`config.mk`:
```
export PLATFORM = sky130hd
export DESIGN_NAME = baudrate_gen
export DESIGN_NICKNAME = d
export VERILOG_FILES = /design/src/rtl/uart_baud_pkg.sv /design/src/rtl/baud_frac_acc.sv /design/src/rtl/baudrate_gen.sv
export SDC_FILE = /design/constraint.sdc
export NUM_CORES = 1
export LEC_CHECK = 0
export CAP_MARGIN = 25
export CELL_PAD_IN_SITES_DETAIL_PLACEMENT = 0
export CELL_PAD_IN_SITES_GLOBAL_PLACEMENT = 1
export CORE_MARGIN = 2
export CORE_UTILIZATION = 42
export DETAILED_ROUTE_END_ITERATION = 10
export PLACE_DENSITY = 0.84
export SETUP_SLACK_MARGIN = 0.4
export SLEW_MARGIN = 20
export SYNTH_ARGS = -nofsm -noshare
export SYNTH_HDL_FRONTEND = slang
export SYNTH_SLANG_ARGS = --single-unit
```
`constraint.sdc`:
```
create_clock -name clk -period 2.1 [get_ports clk]
set_input_delay 0.42 -clock clk [delete_from_list [all_inputs] [get_ports clk]]
set_output_delay 0.42 -clock clk [all_outputs]
set_load 0.05 [all_outputs]
```
`src/rtl/uart_baud_pkg.sv`:
```
// Shared types and widths for the UART receive baud-rate generator.
package uart_baud_pkg;

  localparam int DIV_WIDTH_DEFAULT = 16;
  localparam int FRAC_WIDTH        = 4;
  localparam int ACQ_WIDTH         = 4;

  // Active configuration snapshot at the default divisor width.
  typedef struct packed {
    logic [DIV_WIDTH_DEFAULT-1:0] div;
    logic [ACQ_WIDTH-1:0]         acq;
    logic [FRAC_WIDTH-1:0]        frac;
  } baud_cfg_t;

  // A bit needs at least one acquisition, so zero is promoted to one.
  function automatic logic [ACQ_WIDTH-1:0] acq_clamp(input logic [ACQ_WIDTH-1:0] acq_in);
    return (acq_in == {ACQ_WIDTH{1'b0}}) ? {{(ACQ_WIDTH-1){1'b0}}, 1'b1} : acq_in;
  endfunction

endpackage

```
`src/rtl/baud_frac_acc.sv`:
```
// Fractional accumulator: adds the fraction on each acquisition tick and
// keeps the carry pending so the next acquisition period is one clk longer.
module baud_frac_acc
  import uart_baud_pkg::*;
(
  input  logic                  clk,
  input  logic                  rst,
  input  logic                  clr,
  input  logic                  tick,
  input  logic [FRAC_WIDTH-1:0] frac,
  output logic                  carry
);

  logic [FRAC_WIDTH-1:0] acc_r;
  logic                  carry_r;
  logic [FRAC_WIDTH:0]   sum_s;

  assign sum_s = {1'b0, acc_r} + {1'b0, frac};
  assign carry = carry_r;

  // Accumulate on ticks; the carry stays valid until the next tick replaces it.
  always_ff @(posedge clk or negedge rst) begin
    if (!rst) begin
      acc_r   <= {FRAC_WIDTH{1'b0}};
      carry_r <= 1'b0;
    end else if (clr) begin
      acc_r   <= {FRAC_WIDTH{1'b0}};
      carry_r <= 1'b0;
    end else if (tick) begin
      acc_r   <= sum_s[FRAC_WIDTH-1:0];
      carry_r <= sum_s[FRAC_WIDTH];
    end
  end

endmodule

```
`src/rtl/baudrate_gen.sv`:
```
// Acquisition/bit strobe generator for the receive path.
// Optional fractional divider built when BAUD_FRAC_DIV_EN is defined.
module baudrate_gen
  import uart_baud_pkg::*;
#(
  parameter int DIV_WIDTH = DIV_WIDTH_DEFAULT
) (
  input  logic                  clk,
  input  logic                  rst,
  input  logic                  p_Enable_i,
  input  logic [DIV_WIDTH-1:0]  Divisor_i,
  input  logic [FRAC_WIDTH-1:0] FracDiv_i,
  input  logic [ACQ_WIDTH-1:0]  AcqNumPerBit_i,
  input  logic                  p_Resync_i,
  output logic                  AcqSig_o,
  output logic                  BaudSig_o,
  output logic [ACQ_WIDTH-1:0]  BitPhase_o
);

  localparam logic [DIV_WIDTH-1:0] DIV_ONE = {{(DIV_WIDTH-1){1'b0}}, 1'b1};
  localparam logic [ACQ_WIDTH-1:0] ACQ_ONE = {{(ACQ_WIDTH-1){1'b0}}, 1'b1};

  typedef struct packed {
    logic [DIV_WIDTH-1:0]  div;
    logic [ACQ_WIDTH-1:0]  acq;
    logic [FRAC_WIDTH-1:0] frac;
  } cfg_t;

  cfg_t                  cfg_r;
  logic                  run_r;
  logic [DIV_WIDTH-1:0]  div_cnt_r;
  logic                  ext_r;
  logic [ACQ_WIDTH-1:0]  acq_cnt_r;
  logic                  acq_r;
  logic                  baud_r;
  logic [ACQ_WIDTH-1:0]  phase_r;

  logic                  active_s;
  logic                  hold_s;
  logic                  load_s;
  logic [DIV_WIDTH-1:0]  div_in_s;
  logic [FRAC_WIDTH-1:0] frac_in_s;
  logic                  div_hit_s;
  logic                  carry_s;
  logic                  tick_s;
  logic                  stretch_s;
  logic                  acq_last_s;

  // The first enabled edge only aligns the phase, so counting starts one edge later.
  assign active_s   = run_r & p_Enable_i;
  assign hold_s     = ~active_s | p_Resync_i;
  assign load_s     = hold_s | baud_r;
  assign div_in_s   = (Divisor_i == {DIV_WIDTH{1'b0}}) ? DIV_ONE : Divisor_i;
  assign div_hit_s  = (div_cnt_r == cfg_r.div);
  assign tick_s     = ~hold_s & div_hit_s & (~carry_s | ext_r);
  assign stretch_s  = ~hold_s & div_hit_s & carry_s & ~ext_r;
  assign acq_last_s = (acq_cnt_r == (cfg_r.acq - ACQ_ONE));

`ifdef BAUD_FRAC_DIV_EN
  assign frac_in_s = FracDiv_i;

  baud_frac_acc u_frac_acc (
    .clk   (clk),
    .rst   (rst),
    .clr   (hold_s),
    .tick  (tick_s),
    .frac  (cfg_r.frac),
    .carry (carry_s)
  );
`else
  logic frac_unused_s;
  assign frac_in_s     = {FRAC_WIDTH{1'b0}};
  assign carry_s       = 1'b0;
  assign frac_unused_s = ^{FracDiv_i, cfg_r.frac};
`endif

  // Shadow configuration: refreshed only at bit boundaries while running.
  always_ff @(posedge clk or negedge rst) begin
    if (!rst) begin
      cfg_r <= '0;
      run_r <= 1'b0;
    end else begin
      run_r <= p_Enable_i;
      if (load_s) begin
        cfg_r.div  <= div_in_s;
        cfg_r.acq  <= acq_clamp(AcqNumPerBit_i);
        cfg_r.frac <= frac_in_s;
      end
    end
  end

  // Divider and acquisition counters; wrap by explicit compare.
  always_ff @(posedge clk or negedge rst) begin
    if (!rst) begin
      div_cnt_r <= {DIV_WIDTH{1'b0}};
      ext_r     <= 1'b0;
      acq_cnt_r <= {ACQ_WIDTH{1'b0}};
    end else if (hold_s) begin
      div_cnt_r <= {DIV_WIDTH{1'b0}};
      ext_r     <= 1'b0;
      acq_cnt_r <= {ACQ_WIDTH{1'b0}};
    end else if (tick_s) begin
      div_cnt_r <= {DIV_WIDTH{1'b0}};
      ext_r     <= 1'b0;
      acq_cnt_r <= acq_last_s ? {ACQ_WIDTH{1'b0}} : (acq_cnt_r + ACQ_ONE);
    end else if (stretch_s) begin
      ext_r     <= 1'b1;
    end else begin
      div_cnt_r <= div_cnt_r + DIV_ONE;
    end
  end

  // Registered strobes; BitPhase reports the index of the latest acquisition.
  always_ff @(posedge clk or negedge rst) begin
    if (!rst) begin
      acq_r   <= 1'b0;
      baud_r  <= 1'b0;
      phase_r <= {ACQ_WIDTH{1'b0}};
    end else if (hold_s) begin
      acq_r   <= 1'b0;
      baud_r  <= 1'b0;
      phase_r <= {ACQ_WIDTH{1'b0}};
    end else begin
      acq_r  <= tick_s;
      baud_r <= tick_s & acq_last_s;
      if (tick_s) begin
        phase_r <= acq_cnt_r;
      end
    end
  end

  assign AcqSig_o   = acq_r;
  assign BaudSig_o  = baud_r;
  assign BitPhase_o = phase_r;

endmodule
```
==> results.cfg, run 1 <==
[floorplanning]
std_cell_rows = 26
fp.dieW_um = 77.21
die_y_um = 77.21
initial_utilization_pct = 43.79
pin_count = 34
dieArea_um2 = 5961
design.core.area_um2 = 5140

[critical_path]
cp-start-kind = flop
critPathBufInv = 1
critPathMaxFanout = 7
critPathCaptureType = flop
cp_top_family = simple AND/OR/NAND/NOR gates
crit_chain = xor2_1 > nor4_1 > nand4_1 > buf_6 > nand2b_4 > o41ai_2
cp.required_ns = 2.30
crit_arrival_ns = 1.89
cp_slowest_stage_delay_ns = 0.42
cp_slowest_cell = dfrtp_1
worst-setup-path-type = reg2reg

[yosys]
syn_area_um2 = 2251
yosysSeqAreaShare_pct = 52.25
synth_edf_count = 0
syn_nets = 225
ys.flop_type = dfrtp_1
synth.most_common_cell = dfrtp_1
synth.area.top_cells = dfrtp_1 52%, xor2_1 11%, mux2_1 4.5%, mux2_2 4.5%, nor2_1 3.8%
async_flop_share_pct = 100.0
synth_common_cells = 47 x dfrtp_1, 27 x xor2_1, 23 x nor2_1
yosysTopAreaCell = dfrtp_1
yosys_warnings = 0
syn_avg_cell_area_um2 = 11.60
synth_top_area_share_pct = 52.25
yosysUniqueCellTypes = 31
ys_ff_latch = 47
syn_inst = 194

[routing]
viasPerCell = 5.063
drc = 0
dr.pass1.iters = 4
drt_wl_total_um = 4491
drt_iter0_markers = 104
routed-via-count = 1605
ant_nets = 0
wire_per_inst_um = 14.17

[global_routing]
grt_overflow = 0
grt_pass1_vias = 1631
antenna_found_initial = 0
grt_usage_pct = 16.22
grt_pass1_wl_um = 7700
grt_max_degree = 48

[timing]
hold_viol = 0
worstMarginPinSlew_ns = 0.5859
setup_viol_count_final = 0
fin_skew_ns = 0.008505
rsz0062_at_grt = true
drv_slew = 0
setup-tns-final_ns = 0
hold_ws_ns = 0.2007
max_freq_ghz = 0.5893
finalCritPeriodShare_pct = 80.81
relSlewSlack_pct = 60.94
period_needed_ns = 1.697

[clocking]
cts_hold_buf = 0
cts_tree = built
cts_buffers = 5
cts_root_buf = clkbuf_8
cts.sinks = 47
htreeDepth = 2
clkLatencyLatePin_ns = 0.30
cts_buffer_depth = 2
clk_pin_slew_worst_paths_ns = 0.09

[power_and_ir_drop]
power.switching_uw = 390.0
p_int_uw = 1336
power_frac_comb_pct = 10.4
p_leak_uw = 0.001395
vdd_drop_max_mv = 0.3578
power_density_nw_per_um2 = 578.0
p_sw_share_pct = 22.59
seq_power_share_pct = 55.5
power.share.clock_pct = 34.1

[place]
dp_hpwl_um = 2967
routabilityCongestion = 0.7741
io_buffers = 29

[finish]
diodes = 0
syn2layout_area_growth_pct = 32.68
layout-drive-gt1-share_pct = 23.48
nets = 277

[status]
outcome = completed

[job]
maxCapViolations = 0

[worst_hold_path]
hp-class = in2async
==> flip-flops by register name (all words and copies together) (netlist names) <==
signal      count
BaudSig_o       1
acq_cnt_r       4
div_cnt_r      16
AcqSig_o        1
cfg_r          20
BitPhase_o      4
run_r           1
==> path summary, 6_finish.rpt <==
path                                endpoint           from  cells past startpoint  slack, ns
worst max-delay path            acq_cnt_r[3]  div_cnt_r[12]                      6       0.40
worst min-delay path               cfg_r[22]            rst                      2       0.20
worst max register to register  acq_cnt_r[3]  div_cnt_r[12]                      6       0.40
worst min register to register     cfg_r[15]      cfg_r[15]                      1       0.52
max in group asynchronous       div_cnt_r[2]            rst                      2       1.46
min in group clk                       run_r     p_Enable_i                      1       0.28
==> worst reg2reg max path, stage by stage (launching register included) <==
cell	delay [ns]
dfrtp_1	0.42
xor2_1	0.17
nor4_1	0.32
nand4_1	0.16
buf_6	0.16
nand2b_4	0.16
o41ai_2	0.19
==> area by class of cell <==
type,count,area [µm²]
Multi-Input combinational cell,138,1095
Inverter,4,15.01
Tap cell,70,87.58
Fill cell,453,2153
Sequential cell,47,1180
Clock buffer,8,100.1
Timing Repair Buffer,50,509.2
==> power groups by stage <==
| stage | clock network (µW) | registers (µW) | logic [µW] |
|---|---|---|---|
| 6_report | 589 | 957 | 179 |
| 5_1_grt | 640 | 962 | 199 |
| 4_1_cts | 600 | 957 | 163 |
| 3_5_place_dp | 0 | 975 | 160 |
| 3_3_place_gp | 0 | 974 | 157 |
| 2_1_floorplan | 0 | 969 | 75.0 |
==> per-layer routing <==
metal	routed length (µm)	track usage, %	vias up
li1	-	-	782
met1	2145	23.03	786
met2	2134	24.26	29
met3	117	3.412	8
met4	93	6.429	0
met5	0	0	-
==> metrics by stage <==
step | std cells | total power [µW] | util (%) | setup WS (ns) | cell area [µm²]
after floorplan | 194 | 1044 | - | 0.4553 | 2251
after global placement | 296 | 1131 | 52.07 | 0.06449 | 2676
after detailed placement | 296 | 1135 | 52.07 | 0.04813 | 2676
after CTS | 308 | 1720 | 54.84 | 0.3945 | 2819
after global routing | 317 | 1802 | 58.11 | 0.3188 | 2987
final | 317 | 1726 | 58.11 | 0.4031 | 2987
==> cells by family (layout without fill, tap and decap cells) <==
family | count (synthesis) | in the layout | share of synthesized area [%]
flip-flops | 47 | 47 | 52.25
adder cells (fa/ha/maj) | 3 | 3 | 1.668
multiplexers | 22 | 22 | 10.78
AND/OR/NAND/NOR | 68 | 68 | 15.73
XOR/XNOR | 35 | 35 | 13.62
buffers and inverters | 9 | 62 | 2.112
AO/OA/AOI/OAI | 10 | 10 | 3.835
==> placed cells by master (no fill, tap or decap), drive strengths merged, types with 7 or more instances in the layout <==
cell | synthesis | routed
dfrtp | 47 | 47
xor2 | 27 | 27
nor2 | 23 | 23
buf | 4 | 20
clkdlybuf4s50 | 0 | 18
mux2 | 18 | 18
clkbuf | 1 | 11
xnor2 | 8 | 8
nor4 | 8 | 8
and3 | 7 | 7
nand3 | 7 | 7
nand2 | 7 | 7
nor3 | 7 | 7
==> what timing repair did <==
item	in CTS	in global routing
gates cloned	0	2
buffers inserted	4	7
gates resized for setup	11	20
pin swaps	6	11
setup endpoints to repair	44	44
No activity file was read; power rests on OpenSTA's default activity.
==> run 2: changes to the inputs <==
--- a/config.mk
+++ b/config.mk
@@ -9,9 +9,9 @@
 export CELL_PAD_IN_SITES_DETAIL_PLACEMENT = 0
 export CELL_PAD_IN_SITES_GLOBAL_PLACEMENT = 1
 export CORE_MARGIN = 2
-export CORE_UTILIZATION = 42
+export CORE_UTILIZATION = 38
 export DETAILED_ROUTE_END_ITERATION = 10
-export PLACE_DENSITY = 0.84
+export PLACE_DENSITY = 0.81
 export SETUP_SLACK_MARGIN = 0.4
 export SLEW_MARGIN = 20
 export SYNTH_ARGS = -nofsm -noshare
==> constraint.sdc (replaced) <==
create_clock -name clk -period 1.5 [get_ports clk]
set_input_delay 0.3 -clock clk [delete_from_list [all_inputs] [get_ports clk]]
set_output_delay 0.3 -clock clk [all_outputs]
set_load 0.05 [all_outputs]
==> results.cfg, run 2 (same netlist as run 1, synthesis figures left out) <==
[critical_path]
crit_arrival_ns = 1.85
crit_chain = xor2_1 > nor4_2 > nand4_1 > buf_6 > buf_4 > mux2i_1 > nor2_1
cp-start-kind = flop
cp_slowest_cell = dfrtp_1
worst-setup-path-type = reg2reg
cp_slowest_stage_delay_ns = 0.41
cp.required_ns = 1.69
critPathCaptureType = flop
critPathMaxFanout = 7

[power_and_ir_drop]
seq_power_share_pct = 54.7
power.switching_uw = 596.4
power_frac_comb_pct = 15.0
p_int_uw = 1862
p_sw_share_pct = 24.27
vdd_drop_max_mv = 0.4105
power.total_uw = 2458
power.share.clock_pct = 30.3
p_leak_uw = 0.001608
power_density_nw_per_um2 = 706.6

[clocking]
cts.sinks = 47
cts_tree = built
cts_buffer_depth = 2
cts_root_buf = clkbuf_8
cts_buffers = 5
htreeDepth = 2
clk_pin_slew_worst_paths_ns = 0.08
clkLatencyLatePin_ns = 0.30

[timing]
setup-tns-final_ns = -2.822
finalCritPeriodShare_pct = 110.8
period_needed_ns = 1.662
drv_slew = 0
relSlewSlack_pct = 68.50
layout_setup_ws_ns = -0.1623
hold_viol = 0
worstMarginPinSlew_ns = 0.4682
setup_viol_count_final = 25
max_freq_ghz = 0.6016
fin_skew_ns = 0.006636
rsz0062_at_grt = true
hold_ws_ns = 0.2575

[finish]
top_regs = cfg_r: 20 flops, div_cnt_r: 16 flops
layout_common_cells = 46 x buf_4, 45 x dfrtp_1, 26 x xor2_1, 22 x nor2_1, 18 x mux2_4
nets = 315
layout_commonest_cell = buf_4
largest_reg_flops = 20
multiInputGateArea_um2 = 1212
ff_latch_area_um2 = 1179
diodes = 0
layout-drive-gt1-share_pct = 41.05
nFillCells = 485
regMostFlops = cfg_r
final_area_um2 = 3478
syn2layout_area_growth_pct = 54.53

[global_routing]
grt_overflow = 0
antenna_found_initial = 0
grt_pass1_vias = 1824
grt_usage_pct = 17.33
grt_max_degree = 48
grt_pass1_wl_um = 8700

[floorplanning]
initial_utilization_pct = 38.70
die_y_um = 80.97
design.core.area_um2 = 5816
std_cell_rows = 28
pin_count = 34
dieArea_um2 = 6555
fp.dieW_um = 80.97

[routing]
viasPerCell = 4.925
dr.pass1.iters = 4
ant_nets = 0
drc = 0
drt_iter0_markers = 80
wire_per_inst_um = 14.53
routed-via-count = 1773
drt_wl_total_um = 5232

[place]
dp_hpwl_um = 3382
pre_cts_ws_ns = -0.4177
io_buffers = 29
routabilityCongestion = 0.7740
placed_area_um2 = 2984

[job]
maxCapViolations = 0

[worst_hold_path]
hp-class = in2reg

[status]
outcome = finished, violations left
failed_checks = setup timing
-- run 2: power groups by stage --
stage	registers [µW]	clock network (µW)	logic, µW
floorplan	1360	0	107
global placement	1360	0	254
detailed placement	1360	0	259
CTS	1340	755	338
global route	1350	815	398
finish	1340	745	369
-- run 2: per-stage QoR --
| stage | util, % | instances |
|---|---|---|
| after global placement | 51.31 | 333 |
| after detailed placement | 51.31 | 333 |
| after floorplan | - | 194 |
| after global routing | 59.81 | 360 |
| after CTS | 57.77 | 354 |
| final | 59.81 | 360 |
-- run 2: cell type report --
type / count / area share (%)
Clock buffer: 7 / 2.194
Clock inverter: 1 / 0.1439
Inverter: 4 / 0.4317
Multi-Input combinational cell: 138 / 34.86
Sequential cell: 47 / 33.88
Tap cell: 75 / 2.698
Timing Repair Buffer: 88 / 25.79
-- run 2: what timing repair did --
action                     in CTS  in global routing
buffers inserted               10                  5
hold buffers                    1                  0
hold endpoints to repair       47                  0
gates resized for setup        58                  9
setup endpoints to repair      52                 52
pin swaps                      17                 13
gates cloned                    2                  1
-- run 2: path summary, 6_finish.rpt --
path,start,to,slack (ns),cells after the start
setup / recovery,cfg_r[17],BitPhase_o[1],-0.16,7
hold / removal,p_Enable_i,run_r,0.26,1
setup reg to reg,cfg_r[17],BitPhase_o[1],-0.16,7
hold reg to reg,cfg_r[18],cfg_r[18],0.55,1
max in group asynchronous,rst,BaudSig_o,0.75,3
min in group asynchronous,rst,div_cnt_r[15],0.51,3
-- run 2: critical path, delay by kind of cell, from the launching register on --
| family | cells | cell delay [ns] |
|---|---|---|
| and+or+nand+nor | 3 | 0.51 |
| DFF | 1 | 0.41 |
| buffers and inverters | 2 | 0.31 |
| xor gates and xnor gates | 1 | 0.18 |
| muxes | 1 | 0.15 |
-- run 2: metal layers --
layer | up-vias | track usage [%] | wire [µm]
li1 | 860 | - | -
met1 | 864 | 24.29 | 2471
met2 | 41 | 27.27 | 2469
met3 | 8 | 3.222 | 190
met4 | 0 | 5.424 | 100
met5 | - | 0 | 0
